===== src/rtl/vga_timing_gen.sv =====
// Purpose: VGA raster timing generator: pixel divider, h/v counters, pixel requests, registered colour and syncs.
// Latency: one pixel period from a pixel request (pixelX/pixelY/pixelReq) to the matching colour and sync outputs.
// Backpressure: none; free-running raster, the colour source must present data within each pixel period.
`timescale 1ns/1ps
module vga_timing_gen #(
    parameter int CLK_DIV    = 2,
    parameter int COLOR_BITS = 4,
    parameter int H_ACTIVE   = 640,
    parameter int H_FP       = 16,
    parameter int H_SYNC     = 96,
    parameter int H_BP       = 48,
    parameter int V_ACTIVE   = 480,
    parameter int V_FP       = 10,
    parameter int V_SYNC     = 2,
    parameter int V_BP       = 33,
    parameter bit H_SYNC_POL = 1'b0,
    parameter bit V_SYNC_POL = 1'b0
) (
    input  logic                  clk,
    input  logic                  rst,
    input  logic [COLOR_BITS-1:0] pixelRed,
    input  logic [COLOR_BITS-1:0] pixelGreen,
    input  logic [COLOR_BITS-1:0] pixelBlue,
    output logic [10:0]           pixelX,
    output logic [10:0]           pixelY,
    output logic                  pixelReq,
    output logic                  pixelTick,
    output logic [COLOR_BITS-1:0] vgaRed,
    output logic [COLOR_BITS-1:0] vgaGreen,
    output logic [COLOR_BITS-1:0] vgaBlue,
    output logic                  hSync,
    output logic                  vSync,
    output logic                  frameStart
);

    localparam int H_TOTAL = H_ACTIVE + H_FP + H_SYNC + H_BP;
    localparam int V_TOTAL = V_ACTIVE + V_FP + V_SYNC + V_BP;
    localparam int DIV_W   = (CLK_DIV > 1) ? $clog2(CLK_DIV) : 1;

    localparam logic [DIV_W-1:0] DIV_LAST = DIV_W'(CLK_DIV - 1);
    localparam logic [10:0]      H_LAST   = 11'(H_TOTAL - 1);
    localparam logic [10:0]      V_LAST   = 11'(V_TOTAL - 1);

    // Region boundaries are compared at 12 bits so that a sync region ending
    // exactly at 2048 (zero-length back porch, maximal total) still compares correctly.
    localparam logic [11:0] H_ACT_END  = 12'(H_ACTIVE);
    localparam logic [11:0] H_SYNC_BEG = 12'(H_ACTIVE + H_FP);
    localparam logic [11:0] H_SYNC_END = 12'(H_ACTIVE + H_FP + H_SYNC);
    localparam logic [11:0] V_ACT_END  = 12'(V_ACTIVE);
    localparam logic [11:0] V_SYNC_BEG = 12'(V_ACTIVE + V_FP);
    localparam logic [11:0] V_SYNC_END = 12'(V_ACTIVE + V_FP + V_SYNC);

    logic [DIV_W-1:0] div_cnt;
    logic [10:0]      h_cnt;
    logic [10:0]      v_cnt;
    logic [11:0]      h_ext;
    logic [11:0]      v_ext;
    logic             tick;
    logic             h_active;
    logic             v_active;
    logic             h_in_sync;
    logic             v_in_sync;
    logic             h_wrap;
    logic             v_wrap;

    // Pixel-rate divider: counts system clocks within one pixel period.
    always_ff @(posedge clk or posedge rst) begin
        if (rst) begin
            div_cnt <= '0;
        end else if (tick) begin
            div_cnt <= '0;
        end else begin
            div_cnt <= div_cnt + 1'b1;
        end
    end

    // Raster position decode; the tick is gated by reset so it is silent while held
    // in reset even when every clock is a pixel (CLK_DIV = 1).
    always_comb begin
        tick      = !rst && (div_cnt == DIV_LAST);
        h_ext     = {1'b0, h_cnt};
        v_ext     = {1'b0, v_cnt};
        h_active  = (h_ext < H_ACT_END);
        v_active  = (v_ext < V_ACT_END);
        h_in_sync = (h_ext >= H_SYNC_BEG) && (h_ext < H_SYNC_END);
        v_in_sync = (v_ext >= V_SYNC_BEG) && (v_ext < V_SYNC_END);
        h_wrap    = (h_cnt == H_LAST);
        v_wrap    = (v_cnt == V_LAST);
    end

    // Horizontal and vertical counters advance once per pixel; the line counter
    // steps on the tick where the pixel counter wraps.
    always_ff @(posedge clk or posedge rst) begin
        if (rst) begin
            h_cnt <= '0;
            v_cnt <= '0;
        end else if (tick) begin
            if (h_wrap) begin
                h_cnt <= '0;
                v_cnt <= v_wrap ? 11'd0 : v_cnt + 11'd1;
            end else begin
                h_cnt <= h_cnt + 11'd1;
            end
        end
    end

    // Request side: coordinates are forced to zero outside the visible area.
    always_comb begin
        pixelReq   = h_active && v_active;
        pixelX     = pixelReq ? h_cnt : 11'd0;
        pixelY     = pixelReq ? v_cnt : 11'd0;
        pixelTick  = tick;
        frameStart = tick && (h_cnt == 11'd0) && (v_cnt == 11'd0);
    end

    // Output stage: capture colour and syncs for the pixel being requested now,
    // so the DAC sees them one pixel period later; blanking overrides the inputs.
    always_ff @(posedge clk or posedge rst) begin
        if (rst) begin
            vgaRed   <= '0;
            vgaGreen <= '0;
            vgaBlue  <= '0;
            hSync    <= ~H_SYNC_POL;
            vSync    <= ~V_SYNC_POL;
        end else if (tick) begin
            vgaRed   <= pixelReq ? pixelRed   : '0;
            vgaGreen <= pixelReq ? pixelGreen : '0;
            vgaBlue  <= pixelReq ? pixelBlue  : '0;
            hSync    <= h_in_sync ? H_SYNC_POL : ~H_SYNC_POL;
            vSync    <= v_in_sync ? V_SYNC_POL : ~V_SYNC_POL;
        end
    end

endmodule


===== config.mk =====
export PLATFORM = sky130hd
export DESIGN_NAME = vga_timing_gen
export DESIGN_NICKNAME = d
export VERILOG_FILES = /design/src/rtl/vga_timing_gen.sv
export SDC_FILE = /design/constraint.sdc
export NUM_CORES = 1
export LEC_CHECK = 0
export CAP_MARGIN = 10
export CORE_AREA = 2 2 56 78
export DETAILED_ROUTE_END_ITERATION = 6
export DIE_AREA = 0 0 58 80
export PLACE_DENSITY = 0.81
export SLEW_MARGIN = 10
export SYNTH_ARGS = -nofsm -noshare
export SYNTH_HDL_FRONTEND = slang
export SYNTH_SLANG_ARGS = --single-unit

===== constraint.sdc =====
create_clock -name clk -period 5.35 [get_ports clk]
set_input_delay 0.535 -clock clk [delete_from_list [all_inputs] [get_ports clk]]
set_output_delay 0.535 -clock clk [all_outputs]
set_load 0.01 [all_outputs]

==> results by group, run 1 <==
Run status
  • Status: finished, final reports clean

GRT
  • Initial antenna violation count: 0
  • Largest net degree at the start of global routing: 38
  • Grt ovf: 0
  • First-pass GRT wire length: 7350 µm
  • Gr usage total: 20.8%
  • Number of global-route vias before repair: 1689

CTS
  • Worst-skew pair later-pin latency: 0.29 ns
  • Clock Root Buffer: clkbuf_8
  • CTS tree: built
  • Reg clk slew, reported paths: 0.07 ns
  • Max H-tree Level: 2
  • CTS buffer count: 5
  • Clock tree buffer depth: 2
  • Cts hold-fix bufs: 0
  • Setup Fix Bufs, Post-CTS: 0
  • Post-CTS Resized: 0
  • CTS sink cnt: 37

Yosys
  • Sequential fraction of the synthesis area: 48.0%
  • Post-synthesis async set-or-reset flop share: 100%
  • EDFF count, synth: 0
  • Share of the synthesized area in the top cell type: 45.2%
  • #FFs+latches synth: 37
  • Syn_area_per_cell: 8.88 µm²
  • Yosys warns: 0
  • Ys flop type: dfrtp_1
  • Mapped Cells: 218
  • Count of cell types in the netlist: 36
  • Top post-synthesis cells by area: dfrtp_1 45%, nand2_1 7.0%, and2_1 6.5%
  • Netlist Area Pre-Place: 0.00194 mm²
  • Cell taking the most area after synthesis: dfrtp_1

Worst setup path
  • CP arrival: 2.90 ns
  • CP dominant cell by count: clkdlybuf4s50_1
  • Slowest cell on the critical path: clkinv_1
  • Delay-heaviest family, CP: buffers and inverters
  • Critical path buffer and inverter count: 3
  • R2R setup slack: 3.09 ns
  • Element type at the critical path end: primary output
  • CP startpoint kind: primary input
  • Worst EP required: 4.82 ns
  • Critical path's largest stage delay: 0.65 ns
  • Critical path cell sequence: clkdlybuf4s50_1 -> nand2b_1 -> clkinv_1 -> clkdlybuf4s50_1
  • Critical Path Fanout Max: 20
  • Worst Setup Path Type: in -> out

Routing
  • Aggregate routed wire length: 4430 µm
  • Wire length on met3: 251 µm
  • Drt wl/cell: 14.4 µm
  • Met2 WL: 2240 µm
  • Starting DRT DRC Count: 53
  • Detailed Routing Iterations Pass 1: 4
  • Vias: 1705
  • M1 WL: 1810 µm
  • Top sig layer: met4
  • Final ANT Viol Nets: 0
  • Residual DRC: 0
  • Vias per cell: 5.54

Timing
  • Fmax: 291 MHz
  • Period utilisation layout: 64.3%
  • RSZ-0062 raised after global routing: no
  • Final Hold Violating Endpoints: 0
  • Post-route worst setup slack: 1.91 ns
  • Final-report max-slew violation count: 0
  • Slew @ Worst Pin: 0.918 ns
  • Final setup TNS: 0 ns
  • Final setup violation count: 0
  • Min Hold Slack: 0.461 ns
  • Tmin final: 3.44 ns
  • Relative slew slack: 38.8%
  • Clock skew: 0.00695 ns

Power
  • VDD IR max: 0.213 mV
  • Sequential fraction of design power: 49.4%
  • Proportion of power drawn by the clock network: 28.4%
  • Combinational share of power: 22.2%
  • PwrDens: 269 mW/mm²
  • Internal power: 478 µW
  • Sw frac: 29.5%
  • P_leak: 0.00114 µW
  • Sw Pwr: 200 µW

Job
  • Max-Cap Viols: 0

Floorplanning
  • Io pins: 53
  • Die ar.: 0.00464 mm²
  • Vert. Die Dim: 80 µm
  • Initial Utilization: 49.4%
  • Row count: 27
  • Core ar.: 0.00392 mm²
  • Die X: 58 µm

Place
  • Final HPWL DP: 3120 µm
  • GPL Wtd Cong: 0.855
  • IO Port Bufs: 49
  • Post-DP Area: 0.00244 mm²
  • Pre-CTS WS: 1.90 ns

Layout
  • Final core occ: 64.4%
  • Final nets: 282
  • Final instance area: 0.00252 mm²
  • N_diodes: 0
  • Layout cells sized above 1: 5.28%
  • Flip-flop and latch area: 928 µm²
  • Multi-input gate area: 918 µm²
  • Area delta synth->final: 30.3%
  • # fillers: 337

Worst hold path
  • Min-delay worst type: reg -> reg
-- cell type report --
| class | count | share of cell area, % |
|---|---|---|
| Inverter | 8 | 1.19 |
| Multi-Input combinational cell | 161 | 36.4 |
| Clock buffer | 5 | 2.73 |
| Clock inverter | 3 | 0.694 |
| Timing Repair Buffer | 51 | 20.0 |
| Sequential cell | 37 | 36.8 |
| Tap cell | 43 | 2.13 |
-- through the flow --
step,power (µW),std cells
floorplan,415,220
global placement,485,300
detailed placement,491,300
CTS,683,308
global route,711,308
finish,678,308
-- Yosys cell counts (2+ instances only) --
cell type and n:
o21ai_1 2, o31ai_1 2, inv_1 7, and4b_1 2, buf_4 3, nand3_1 25
nand2_1 36, nor2_1 13, buf_2 2, xnor2_1 6, dfrtp_1 35, dfstp_2 2
a31oi_1 3, a21oi_1 3, nor3_1 7, xor2_1 7, and2_1 20, and3_1 2
clkbuf_1 8, nor4b_1 2, o21ai_0 8, nand4_1 6, ha_1 4
-- final timing paths --
| kind | start | endpoint | depth (start not counted) |
|---|---|---|---|
| setup / recovery | rst | pixelTick | 4 |
| hold / removal | div_cnt | div_cnt | 1 |
| setup reg to reg | div_cnt | h_cnt[6] | 5 |
| hold reg to reg | div_cnt | div_cnt | 1 |
| max in group asynchronous | rst | hSync | 3 |
| min in group asynchronous | rst | h_cnt[10] | 3 |
-- state kept, by name (all words and copies together) (netlist names) --
signal    count
vSync         1
hSync         1
v_cnt        11
vgaGreen      4
vgaRed        4
vgaBlue       4
h_cnt        11
div_cnt       1
-- metal layers --
layer,vias to the layer above,track usage [%]
li1,820,-
met1,820,23.2
met2,53,36.4
met3,12,5.02
met4,0,10.0
met5,-,0
-- cells by family after synthesis --
logic type	after synthesis	share of synthesized area (%)
other	1	0.194
buffers and inverters	22	4.98
AOI/OAI and AO/OA	19	5.56
and+or+nand+nor	122	32.8
xor gates and xnor gates	13	5.88
adders and majority gates	4	2.59
DFF	37	48.0
-- power by group through the flow --
stage | sequential (µW) | combinational [µW] | clock (µW)
floorplan | 331 | 83.6 | 0
detailed placement | 339 | 151 | 0
finish | 335 | 151 | 192
CTS | 334 | 153 | 197
global route | 339 | 165 | 207
global placement | 338 | 147 | 0
-- placed cells by master (no fill, tap or decap), types with 7 or more instances in the layout --
master / instances
clkdlybuf4s50_1: 49
nand2_1: 36
dfrtp_1: 35
nand3_1: 25
and2_1: 20
nor2_1: 13
o21ai_0: 8
nor3_1: 7
inv_1: 7
xor2_1: 7
(Power assumes the default switching activity.)
==> run 2, diff against run 1 <==
Settings changed: CORE_AREA 2 2 56 78 to 2 2 60 85, DIE_AREA 0 0 58 80 to 0 0 62 87, PLACE_DENSITY 0.81 to 0.74.
Clock period 5.35 ns to 2.95 ns, I/O delays scaled along.
==> run 2 against run 1 <==
Effect of this change:
- count of clock-buffer cells in the layout unchanged
- core utilization fell by 8.1 points
- global-route usage decreased by 3.0 points
- largest cell class unchanged
==> results by group, run 2 (synthesis results as in run 1) <==
CTS
  • Clock Root Buffer: clkbuf_8
  • CTS tree: built
  • Reg clk slew, reported paths: 0.07 ns (about the same)
  • Post-CTS Resized: 0 (unchanged)
  • CTS sink cnt: 37 (unchanged)
  • Worst-skew pair later-pin latency: 0.29 ns (about the same)
  • Clock tree buffer depth: 2 (unchanged)
  • Cts hold-fix bufs: 0 (unchanged)
  • Max H-tree Level: 2 (unchanged)
  • CTS buffer count: 5 (unchanged)
  • Setup Fix Bufs, Post-CTS: 0 (unchanged)

Floorplanning
  • Core ar.: 0.00469 mm² (+20%)
  • Io pins: 53 (unchanged)
  • Die X: 62 µm (+6.9%)
  • Die ar.: 0.00539 mm² (+16%)
  • Initial Utilization: 41.3% (-8.1 points)
  • Vert. Die Dim: 87 µm (+8.8%)
  • Row count: 30 (+11%)

Place
  • Pre-CTS WS: 0.634 ns (-1.27 ns)
  • Final HPWL DP: 3300 µm (+5.9%)
  • IO Port Bufs: 49 (unchanged)
  • GPL Wtd Cong: 0.751 (-12%)

Worst setup path
  • CP arrival: 2.31 ns (-0.59 ns)
  • CP startpoint kind: register
  • Slowest cell on the critical path: clkdlybuf4s50_1
  • Element type at the critical path end: primary output
  • Worst Setup Path Type: reg -> out
  • Critical path buffer and inverter count: 2 (-1)
  • Worst EP required: 2.65 ns (-2.17 ns)
  • Crit. path cell count: 5 (+1)
  • Register-to-Register Path Depth: 4 (-1)
  • Critical Path Fanout Max: 13 (-35%)
  • Delay-heaviest family, CP: simple AND/OR/NAND/NOR gates
  • Critical path's largest stage delay: 0.54 ns (-0.11 ns)
  • Critical path cell sequence: nand4_1 -> and3_1 -> buf_4 -> and2_1 -> clkdlybuf4s50_1

Timing
  • RSZ-0062 raised after global routing: no
  • Post-route worst setup slack: 0.344 ns (-1.57 ns)
  • Final-report max-slew violation count: 0 (unchanged)
  • Fmax: 384 MHz
  • Period utilisation layout: 88.3%
  • Final Hold Violating Endpoints: 0 (unchanged)
  • Final setup TNS: 0 ns (unchanged)
  • Final setup violation count: 0 (unchanged)
  • Tmin final: 2.61 ns
  • Clock skew: 0.00514 ns (-0.00181 ns)

Power
  • Pwr Total: 1390 µW (+110%)
  • P_leak: 0.00119 µW (+4.6%)
  • PwrDens: 526 mW/mm² (+96%)
  • VDD IR max: 0.247 mV (+16%)

Routing
  • Detailed Routing Iterations Pass 1: 4 (unchanged)
  • Starting DRT DRC Count: 91 (+72%)
  • Vias per cell: 5.07 (-8.4%)
  • Aggregate routed wire length: 4470 µm (+1.0%)
  • Drt wl/cell: 13.3 µm (-7.1%)
  • Vias: 1698 (-0.41%)
  • Final ANT Viol Nets: 0 (unchanged)
  • Residual DRC: 0 (unchanged)

Job
  • Max-Cap Viols: 0 (unchanged)

Layout
  • Final nets: 288 (+2.1%)
  • Most frequent cells in the layout: 49 x clkdlybuf4s50_1, 36 x nand2_1, 35 x dfrtp_1
  • N_diodes: 0 (unchanged)
  • Layout cells sized above 1: 7.38% (+2.1 points)
  • Largest registers: h_cnt: 11 flops, v_cnt: 11 flops
  • Area delta synth->final: 36.5%
  • Most common cell after layout, fill and taps aside: clkdlybuf4s50_1

GRT
  • Initial antenna violation count: 0 (unchanged)
  • Largest net degree at the start of global routing: 26 (-32%)
  • First-pass GRT wire length: 7070 µm (-3.9%)
  • Number of global-route vias before repair: 1548 (-8.3%)
  • Gr usage total: 17.9% (-3.0 points)
  • Grt ovf: 0 (unchanged)

Worst hold path
  • Min-delay worst type: in -> async

Run status
  • Status: finished, final reports clean
## run 2: changes by cell type in the layout (fill, tap and decap cells not counted)
cell / delta
bufinv_16: +2
clkinvlp_4: -1
clkinv_2: -1
buf_4: +6
## run 2: final timing paths
kind | startpoint | to | slack (ns)
worst max register to register | h_cnt[5] | v_cnt[3] | 0.78
worst min register to register | vgaGreen[1] | vgaGreen[1] | 0.47
min in group clk | vgaGreen[1] | vgaGreen[1] | 0.47
max in group asynchronous | rst | hSync | 1.81
worst min-delay path | rst | vgaGreen[3] | 0.38
worst max-delay path | v_cnt[6] | pixelY[6] | 0.34
## run 2: layout make-up
type                            instances  area [µm²]
Clock buffer                            5        68.8
Clock inverter                          3        65.1
Fill cell                             441        2050
Inverter                                8        30.0
Multi-Input combinational cell        161         918
Sequential cell                        37         928
Tap cell                               64        80.1
Timing Repair Buffer                   57         551
## run 2: power breakdown
| part | internal (µW) | total (µW) | switching [µW] |
|---|---|---|---|
| Sequential | 552 | 602 | 49.7 |
| Combinational | 154 | 273 | 118 |
| Clock | 336 | 515 | 179 |
| Total | 1040 | 1390 | 347 |
## run 2: stage by stage
stage                     std cells  hold WS (ns)  instance area [µm²]  util (%)
after floorplan                 220         0.410                 1940         -
after global placement          327         0.430                 2510      53.4
after detailed placement        327         0.455                 2510      53.4
after CTS                       335         0.387                 2640      56.3
after global routing            335         0.426                 2640      56.3
final                           335         0.378                 2640      56.3
## run 2: metal layers
metal	part of all wire [%]	wire length, µm	vias to the layer above	track usage [%]
met5	0	0	-	0
met2	52	2330	48	31.8
li1	-	-	839	-
met3	4.9	217	5	3.86
met4	1.7	78	0	6.96
met1	41	1850	806	19.7
==> run 3, diff against run 2 <==
Settings changed: CTS_CLUSTER_SIZE set to 10, SETUP_SLACK_MARGIN set to 0.02.
==> results of run 3 <==
Same layout as run 2: the final DEF is identical, and so are final timing and power.
